<file path="src/rtl/bc_pkg.sv">
// bc_pkg: shared types and seven-segment constants for the
// bulls-and-cows result display (states, glyph selects, patterns).
package bc_pkg;

  typedef enum logic [3:0] {
    ST_IDLE,
    ST_B_LBL,
    ST_B_VAL,
    ST_C_LBL,
    ST_C_VAL,
    ST_GAP,
    ST_ERR,
    ST_WIN_ON,
    ST_WIN_OFF
  } state_e;

  typedef enum logic [2:0] {
    GL_DASH,
    GL_B,
    GL_C,
    GL_E,
    GL_ALL,
    GL_BLANK,
    GL_DIGIT
  } glyph_e;

  localparam logic [7:0] SEG_DASH   = 8'h40;
  localparam logic [7:0] SEG_B      = 8'h7C;
  localparam logic [7:0] SEG_C      = 8'h39;
  localparam logic [7:0] SEG_E      = 8'h79;
  localparam logic [7:0] SEG_ALL_DP = 8'hFF;
  localparam logic [7:0] SEG_BLANK  = 8'h00;

  localparam logic [7:0] SEG_D0 = 8'h3F;
  localparam logic [7:0] SEG_D1 = 8'h06;
  localparam logic [7:0] SEG_D2 = 8'h5B;
  localparam logic [7:0] SEG_D3 = 8'h4F;
  localparam logic [7:0] SEG_D4 = 8'h66;

  localparam int MAX_PEGS = 4;

  function automatic logic [7:0] digit_seg(
    input logic [2:0] d
  );
    logic [7:0] s;
    s = SEG_BLANK;
    case (d)
      3'd0:    s = SEG_D0;
      3'd1:    s = SEG_D1;
      3'd2:    s = SEG_D2;
      3'd3:    s = SEG_D3;
      3'd4:    s = SEG_D4;
      default: s = SEG_BLANK;
    endcase
    return s;
  endfunction

endpackage

</file>
<file path="src/rtl/bc_seg7_encoder.sv">
// bc_seg7_encoder: combinational glyph/digit to segment pattern.
// Ports: glyph (select), digit (0-4), seg (bit0=a..bit6=g, bit7=dp).
module bc_seg7_encoder
  import bc_pkg::*;
(
  input  glyph_e      glyph,
  input  logic [2:0]  digit,
  output logic [7:0]  seg
);

  always_comb begin
    seg = SEG_BLANK;
    case (glyph)
      GL_DASH:  seg = SEG_DASH;
      GL_B:     seg = SEG_B;
      GL_C:     seg = SEG_C;
      GL_E:     seg = SEG_E;
      GL_ALL:   seg = SEG_ALL_DP;
      GL_BLANK: seg = SEG_BLANK;
      GL_DIGIT: seg = digit_seg(digit);
      default:  seg = SEG_BLANK;
    endcase
  end

endmodule

</file>
<file path="src/rtl/bc_result_display.sv">
// bc_result_display: plays one scored guess on the 7-seg digit as
// b, bulls, C, cows, blank; E on bad input; flashing 8. on a win.
// Ports: clk, rst_n (sync, active-low), res_valid/res_ready
// handshake with res_bulls/res_cows/res_win, segment_out, busy.
// Option: BC_DISP_HEARTBEAT_EN blinks dp while idle.
module bc_result_display
  import bc_pkg::*;
#(
  parameter int DWELL_CYCLES = 5_000_000,
  parameter int WIN_FLASHES  = 3
) (
  input  logic        clk,
  input  logic        rst_n,
  input  logic        res_valid,
  output logic        res_ready,
  input  logic [2:0]  res_bulls,
  input  logic [2:0]  res_cows,
  input  logic        res_win,
  output logic [7:0]  segment_out,
  output logic        busy
);

  localparam int CW = $clog2(DWELL_CYCLES + 1);
  localparam int FW = $clog2(WIN_FLASHES + 1);

  localparam logic [CW-1:0] CNT_LAST =
    CW'(DWELL_CYCLES - 1);
  localparam logic [FW-1:0] FL_LAST =
    FW'(WIN_FLASHES);
  localparam logic [3:0] PEG_LIM = 4'(MAX_PEGS);

  state_e         state_q, state_d;
  logic [CW-1:0]  cnt_q, cnt_d;
  logic [FW-1:0]  fl_q, fl_d, fl_inc;
  logic [2:0]     bulls_q, cows_q;
  logic [7:0]     seg_q, seg_d, enc_seg;
  glyph_e         gsel;
  logic [2:0]     gdig;
  logic           take, dwell_done, bad;
  logic           dp_d;
  logic [3:0]     sum;

`ifdef BC_DISP_HEARTBEAT_EN
  logic           hb_q, hb_d;
`endif

  assign res_ready   = (state_q == ST_IDLE);
  assign busy        = ~res_ready;
  assign segment_out = seg_q;

  assign take       = res_valid & res_ready;
  assign dwell_done = (cnt_q == CNT_LAST);
  assign fl_inc     = fl_q + 1'b1;

  // 4-bit sum so 4+4 and 7+7 cannot wrap below the limit
  assign sum = {1'b0, res_bulls} + {1'b0, res_cows};
  assign bad = ({1'b0, res_bulls} > PEG_LIM) |
               ({1'b0, res_cows} > PEG_LIM) |
               (sum > PEG_LIM);

  always_comb begin
    state_d = state_q;
    cnt_d   = cnt_q + 1'b1;
    fl_d    = fl_q;
`ifdef BC_DISP_HEARTBEAT_EN
    hb_d    = hb_q;
`endif
    case (state_q)
      ST_IDLE: begin
`ifdef BC_DISP_HEARTBEAT_EN
        cnt_d = dwell_done ? '0 : cnt_q + 1'b1;
        if (dwell_done) hb_d = ~hb_q;
`else
        cnt_d = '0;
`endif
        if (take) begin
          fl_d = '0;
          if (bad)          state_d = ST_ERR;
          else if (res_win) state_d = ST_WIN_ON;
          else              state_d = ST_B_LBL;
        end
      end
      ST_B_LBL:
        if (dwell_done) state_d = ST_B_VAL;
      ST_B_VAL:
        if (dwell_done) state_d = ST_C_LBL;
      ST_C_LBL:
        if (dwell_done) state_d = ST_C_VAL;
      ST_C_VAL:
        if (dwell_done) state_d = ST_GAP;
      ST_GAP:
        if (dwell_done) state_d = ST_IDLE;
      ST_ERR:
        if (dwell_done) state_d = ST_IDLE;
      ST_WIN_ON:
        if (dwell_done) state_d = ST_WIN_OFF;
      ST_WIN_OFF: begin
        if (dwell_done) begin
          if (fl_inc == FL_LAST) begin
            state_d = ST_IDLE;
            fl_d    = '0;
          end else begin
            state_d = ST_WIN_ON;
            fl_d    = fl_inc;
          end
        end
      end
      default: state_d = ST_IDLE;
    endcase
    // every state entry restarts the dwell
    if (state_d != state_q) begin
      cnt_d = '0;
`ifdef BC_DISP_HEARTBEAT_EN
      hb_d  = 1'b0;
`endif
    end
  end

  // glyph follows the next state so the pattern register
  // changes on the same edge as the state register
  always_comb begin
    gsel = GL_DASH;
    gdig = cows_q;
    case (state_d)
      ST_IDLE:    gsel = GL_DASH;
      ST_B_LBL:   gsel = GL_B;
      ST_B_VAL: begin
        gsel = GL_DIGIT;
        gdig = bulls_q;
      end
      ST_C_LBL:   gsel = GL_C;
      ST_C_VAL:   gsel = GL_DIGIT;
      ST_GAP:     gsel = GL_BLANK;
      ST_ERR:     gsel = GL_E;
      ST_WIN_ON:  gsel = GL_ALL;
      ST_WIN_OFF: gsel = GL_BLANK;
      default:    gsel = GL_DASH;
    endcase
  end

`ifdef BC_DISP_HEARTBEAT_EN
  assign dp_d = (state_d == ST_IDLE) & hb_d;
`else
  assign dp_d = 1'b0;
`endif

  bc_seg7_encoder u_enc (
    .glyph (gsel),
    .digit (gdig),
    .seg   (enc_seg)
  );

  assign seg_d = enc_seg | {dp_d, 7'b0};

  always_ff @(posedge clk) begin
    if (!rst_n) begin
      state_q <= ST_IDLE;
      cnt_q   <= '0;
      fl_q    <= '0;
      bulls_q <= '0;
      cows_q  <= '0;
      seg_q   <= SEG_DASH;
`ifdef BC_DISP_HEARTBEAT_EN
      hb_q    <= 1'b0;
`endif
    end else begin
      state_q <= state_d;
      cnt_q   <= cnt_d;
      fl_q    <= fl_d;
      seg_q   <= seg_d;
`ifdef BC_DISP_HEARTBEAT_EN
      hb_q    <= hb_d;
`endif
      if (take) begin
        bulls_q <= res_bulls;
        cows_q  <= res_cows;
      end
    end
  end

endmodule

</file>
<file path="config.mk">
export PLATFORM = sky130hd
export DESIGN_NAME = bc_result_display
export DESIGN_NICKNAME = d
export VERILOG_FILES = /design/src/rtl/bc_pkg.sv /design/src/rtl/bc_seg7_encoder.sv /design/src/rtl/bc_result_display.sv
export SDC_FILE = /design/constraint.sdc
export NUM_CORES = 1
export LEC_CHECK = 0
export ABC_AREA = 1
export ABC_CLOCK_PERIOD_IN_PS = 4960
export CORE_AREA = 2 2 67 69
export CTS_BUF_LIST = sky130_fd_sc_hd__clkbuf_2
export CTS_CLUSTER_SIZE = 20
export DETAILED_ROUTE_END_ITERATION = 8
export DIE_AREA = 0 0 69 71
export MAX_ROUTING_LAYER = met4
export PLACE_DENSITY_LB_ADDON = 0.1
export SLEW_MARGIN = 20
export SYNTH_ARGS = -nofsm -noshare
export SYNTH_HDL_FRONTEND = slang
export SYNTH_SLANG_ARGS = --single-unit
</file>
<file path="constraint.sdc">
create_clock -name clk -period 4.96 [get_ports clk]
set_input_delay 1.488 -clock clk [delete_from_list [all_inputs] [get_ports clk]]
set_output_delay 1.488 -clock clk [all_outputs]
set_load 0.02 [all_outputs]
</file>
==> results.yml, run 1 <==
critical_path:
  crit_type: "primary input to flop"
  crit_path_end_kind: "flop"
  slowest_stage: "clkdlybuf4s50_1"
  cp_slowest_stage_delay_ps: 500
  cp_max_fo: 9
  cp_cell_sequence: "clkdlybuf4s50_1 > ha_1 > fa_1 > inv_1 > nand2_1 > nand3_1 > nand2_1 > nor2_1 > nand3_1 > nand2_2 > nand3_2 > nor2_2 > o2111ai_2 > buf_4 > nor3b_1"
  crit_arrival_ps: 4260
  critical_path_required_ps: 5310
  critPathLaunchType: "primary input"
sta:
  final-setup-viol-count: 0
  period_share: 0.7895
  clock-skew-final_ps: 27.47
  max_clock_freq_mhz: 255.4
  maxSlewViolCount: 0
  tns_ps: 0
  worstMarginPinSlew_ps: 514.8
  hold_violations: 0
  slew_headroom: 0.6568
  rsz0062_at_grt: "false"
  holdWs_ps: 474.2
  min_period_ps: 3916
synth:
  synth_seq_cells: 43
  synth_area_sq_um: 2580
  synth.most_common_cell: "nand2_1"
  ys_types: 39
  synth_ff_type: "dfxtp_1"
  yosysWarnings: 0
  synth-edff-count: 0
  synth.top_cell.area_share: 0.3337
  synth-seq-area-share: 0.3337
  synthTopCellsByCount: "nand2_1 (66), inv_1 (57), nor2_1 (45), dfxtp_1 (43), nand3_1 (32)"
  synthArstFlopShare: 0
  synth.area.top_cells: "dfxtp_1 (33%), nand2_1 (9.6%), inv_1 (8.3%)"
  yosysTopAreaCell: "dfxtp_1"
  post_synth.cell_area_avg_sq_um: 6.954
  synth_nets: 386
  syn_inst: 371
flow_run:
  cap_violations: 0
floorplanning:
  rows: 24
  pin_count: 20
  dieArea_sq_um: 4899
  die-height_um: 71
  core_area_sq_um: 4204
  die-width_um: 69
  start_util: 0.6137
grt:
  antenna_found_initial: 0
  grtUsageTotal: 0.2224
  grt_pass1_wl_um: 8735
  grt_max_degree: 16
  overflow: 0
  grtUsageMet1: 0.3010
  grt_pass1_vias: 2066
  use_met3: 0.04274
  met2_usage: 0.3365
  busiest_layer: "met2"
status:
  status: "completed"
finish:
  diodes: 0
  post-route-util: 0.6872
  nNetsFinal: 409
  area_delta_synth_final_pct: 11.98
  drive_above_1_share: 0.1570
worst_hold_path:
  hold_path.class: "flop to flop"
cts:
  post_cts_resized: 0
  holdBufCountCts: 0
  clockRootBuffer: "clkbuf_2"
  clk_pin_slew_ps: 220
  clk_path_buf_depth: 2
  cts_buffers: 5
  cts_tree: "built"
  htree_num_levels: 2
  clock_latency_ps: 410
  postCtsSetupRepairBufs: 0
  clock_sinks: 43
routing:
  firstDrtPassIters: 4
  drt_iter0_drc: 145
  vias_per_cell: 5.239
  vias: 2342
  drcViolationCount: 0
  drt_wl_total_um: 5127
  antenna_violating_nets_post_route: 0
  wl_per_cell_um: 11.47
power_and_ir_drop:
  ir_drop_mv: 0.1819
  p_leak_uw: 0.001187
  power_density_nw_per_um2: 296.9
placed_design:
  hpwl_um: 4030
  portBuffers: 19
  routabilityCongestion: 0.9181
[sequential cells by signal, indices dropped and copies added (netlist names)]
register     cells
segment_out      8
fl_q             2
cnt_q           23
bulls_q          3
state_q          4
cows_q           3
[per-stage QoR]
stage                     setup slack [ps]  area (sq um)  cells  total power, uW
after global routing                 882.5          2889    447            906.5
after floorplan                       1463          2580    371            585.1
after global placement               743.9          2825    439            661.6
after detailed placement             599.0          2825    439            669.1
final                                 1044          2889    447            857.8
after CTS                             1039          2889    447            862.1
[per-layer routing]
metal / share of wire / vias to the layer above
met2: 0.43 / 66
met3: 0.050 / 10
li1: - / 1235
met5: 0 / -
met1: 0.50 / 1031
met4: 0.020 / 0
[layout make-up]
class / instances / area [sq um]
Clock inverter: 3 / 38.79
Sequential cell: 43 / 860.8
Fill cell: 385 / 1315
Multi-Input combinational cell: 257 / 1443
Tap cell: 52 / 65.06
Clock buffer: 5 / 25.02
Timing Repair Buffer: 22 / 212.7
Inverter: 65 / 244.0
[path summary, 6_finish.rpt]
path                                  end  cells after the start                    start  slack, ps
setup reg to reg     cnt_q[10]$_SDFF_PP0_                     12      cnt_q[0]$_SDFF_PP0_       2390
hold / removal    bulls_q[1]$_SDFFE_PN0P_                      2  bulls_q[1]$_SDFFE_PN0P_        470
setup / recovery     cnt_q[10]$_SDFF_PP0_                     15             res_bulls[0]       1040
hold reg to reg   bulls_q[1]$_SDFFE_PN0P_                      2  bulls_q[1]$_SDFFE_PN0P_        470
[kinds of logic after synthesis]
kind of cell               count (synthesis)  synth area share
xor gates and xnor gates                  12           0.04365
buffers and inverters                     71            0.1072
adders and majority gates                  5           0.02716
AOI/OAI and AO/OA                         46            0.1106
DFF                                       43            0.3337
and+or+nand+nor                          194            0.3778
[layout by cell type (no fill, tap or decap), types with 2 or more instances in the layout]
master and instances:
a21oi_2 5, clkbuf_2 5, xor2_1 7, clkdlybuf4s50_1 19, nand3_1 32, inv_2 8
nor2_2 8, buf_4 3, o21ai_2 2, a211oi_1 2, o21ai_0 10, xnor2_1 4
nand2_1 66, a31oi_1 3, a21oi_1 19, nor3_1 6, nand3_4 2, nand3_2 4
nand4_1 6, nor2_1 45, nand2_2 9, nor2_4 3, nor3_2 7, ha_1 4
dfxtp_1 43, inv_1 57
[worst max-delay path: cells and delay by family]
family / cells / cell delay (ps)
adders and majority gates: 2 / 610
buffers and inverters: 3 / 860
and+or+nand+nor: 9 / 980
AOI/OAI and AO/OA: 1 / 310
[where the power goes]
part / internal, uW / switching, uW
sequential: 375 / 12.8
clock: 82.8 / 112
combinational: 105 / 171
(Power assumes the default switching activity.)
==> inputs of run 2 (changes only) <==
- ABC_CLOCK_PERIOD_IN_PS: 4960 -> 3200
- CORE_AREA: 2 2 67 69 -> 2 2 72 74
- DIE_AREA: 0 0 69 71 -> 0 0 74 76
- clock period: 4.96 -> 3.2 ns (I/O delays scaled with it)
==> results.yml, run 2 (synthesis results as in run 1) <==
status:
  status: "completed"
cts:
  clk_path_buf_depth: 2
  htree_num_levels: 2
  clockRootBuffer: "clkbuf_2"
  cts_tree: "built"
  clk_pin_slew_ps: 240
  holdBufCountCts: 0
  clock_latency_ps: 440
  cts_buffers: 5
  clock_sinks: 43
sta:
  period_share: 0.9306
  slew_headroom: 0.7458
  final-setup-viol-count: 0
  min_period_ps: 2978
  rsz0062_at_grt: "false"
  max_clock_freq_mhz: 335.8
  worstMarginPinSlew_ps: 380.9
  tns_ps: 0
  clock-skew-final_ps: 14.48
  maxSlewViolCount: 0
  hold_violations: 0
floorplanning:
  pin_count: 20
  die-height_um: 76
  core_area_sq_um: 4912
  dieArea_sq_um: 5624
  rows: 26
  start_util: 0.5252
  die-width_um: 74
routing:
  firstDrtPassIters: 7
  routed.top_layer: "met4"
  vias_per_cell: 4.863
  antenna_violating_nets_post_route: 0
  wl_met2_um: 2869
  wl_per_cell_um: 11.15
  vias: 2344
  met3WireLength_um: 151
  drt-met1-wl_um: 2269
  drcViolationCount: 0
  drt_iter0_drc: 158
  drt_wl_total_um: 5374
finish:
  final_cell_mix: "nand2_1 (60), inv_1 (57), nor2_1 (45)"
  multi_input_area_sq_um: 1480
  drive_above_1_share: 0.2112
  top_register: "cnt_q"
  final_common_cell: "nand2_1"
  fin_cells: 482
  nNetsFinal: 426
  largest_reg_flops: 23
  final_area_sq_um: 3089
  area_delta_synth_final_pct: 19.74
  diodes: 0
  fillers: 470
  regArea_sq_um: 860.8
critical_path:
  critPathLaunchType: "primary input"
  r2r.worst_path.cells: 15
  crit_path_start: "res_bulls[1]"
  reg2reg_from: "cnt_q[0]$_SDFF_PP0_"
  r2r_setup_slack_ps: 810
  r2r-end: "segment_out[0]$_SDFF_PN0_"
  endpoint: "segment_out[0]$_SDFF_PN0_"
  cp_max_fo: 6
  critical_path_required_ps: 3560
  crit_type: "primary input to flop"
  crit_arrival_ps: 3330
  crit_path_end_kind: "flop"
power_and_ir_drop:
  p_seq_frac: 0.427
  power_density_nw_per_um2: 455.3
  p_leak_uw: 0.001299
  p_comb_frac: 0.340
  clkPwrFrac: 0.233
  switching_share: 0.3523
  power.switching_uw: 495.5
  ir_drop_mv: 0.3304
  p_int_uw: 911.0
placed_design:
  hpwl_um: 4135
  place_area_sq_um: 2968
  portBuffers: 19
  routabilityCongestion: 0.8846
  post-place-cells: 473
grt:
  antenna_found_initial: 0
  overflow: 0
  grt_max_degree: 16
  grtUsageTotal: 0.2131
  grt_pass1_vias: 2203
  grt_pass1_wl_um: 9190
flow_run:
  cap_violations: 0
worst_hold_path:
  hold_start: "bulls_q[2]$_SDFFE_PN0P_"
  hold_path.class: "flop to flop"
## run 2: cell count changes in the layout (fill, tap and decap cells not counted), moves of 3 or more
| cell | change |
|---|---|
| buf_4 | +17 |
| clkdlybuf4s50_1 | -3 |
| dlymetal6s2s_1 | +3 |
| nand2_1 | -6 |
| nand2_2 | +5 |
## run 2: power by group through the flow
stage | logic (uW) | clock network (uW) | registers, uW
floorplan | 265 | 0 | 642
global placement | 449 | 0 | 610
detailed placement | 454 | 0 | 612
CTS | 457 | 338 | 601
global route | 527 | 358 | 606
finish | 479 | 327 | 601
## run 2: per-stage QoR
| stage | utilization | setup slack, ps | hold slack [ps] | power (uW) |
|---|---|---|---|---|
| final | 0.6289 | 222.1 | 479.6 | 1407 |
| after global routing | 0.6289 | 36.17 | 506.9 | 1491 |
| after CTS | 0.6182 | 71.42 | 472.9 | 1396 |
| after detailed placement | 0.6042 | -443.8 | 445.4 | 1066 |
| after global placement | 0.6042 | -333.4 | 445.1 | 1059 |
| after floorplan | - | 231.4 | 429.5 | 906.9 |
## run 2: what timing repair did
action	in CTS	in global routing
setup buffers	0	1
endpoints found under the setup margin	0	29
gates resized for setup	0	13
## run 2: worst max-delay path, cell delays in order
cell and delay [ps]:
clkdlybuf4s50_1 510, fa_1 420, inv_1 60, nand2_1 40, nand3_1 100, nand2_1 60, nor2_1 80, nand3_1 80
nand2_2 110, nand3_4 120, nor2_4 210, nand3_4 150, nand2_2 100, nand2_2 70, nand2_2 80, inv_2 40
nand2_2 60, a21oi_1 70
## run 2: worst min-delay path by stage
stage                     depth (start not counted)                 endpoint  slack (ps)
after floorplan                                   1      cnt_q[0]$_SDFF_PP0_         430
after global placement                            2   cows_q[1]$_SDFFE_PN0P_         450
after detailed placement                          2   cows_q[1]$_SDFFE_PN0P_         450
after CTS                                         2   cows_q[1]$_SDFFE_PN0P_         470
after global routing                              2  bulls_q[2]$_SDFFE_PN0P_         510
final                                             2  bulls_q[2]$_SDFFE_PN0P_         480
## run 2: cell type report
class                           count  share of cell area
Multi-Input combinational cell    257              0.4791
Sequential cell                    43              0.2787
Timing Repair Buffer               39              0.1126
Inverter                           65             0.07898
Tap cell                           70             0.02835
Clock inverter                      3             0.01418
Clock buffer                        5            0.008100
## run 2: per-layer routing
layer,track usage,up-vias
met2,0.3839,39
met1,0.2222,1039
met5,-,-
met3,0.04497,7
met4,0.07636,0
li1,-,1259
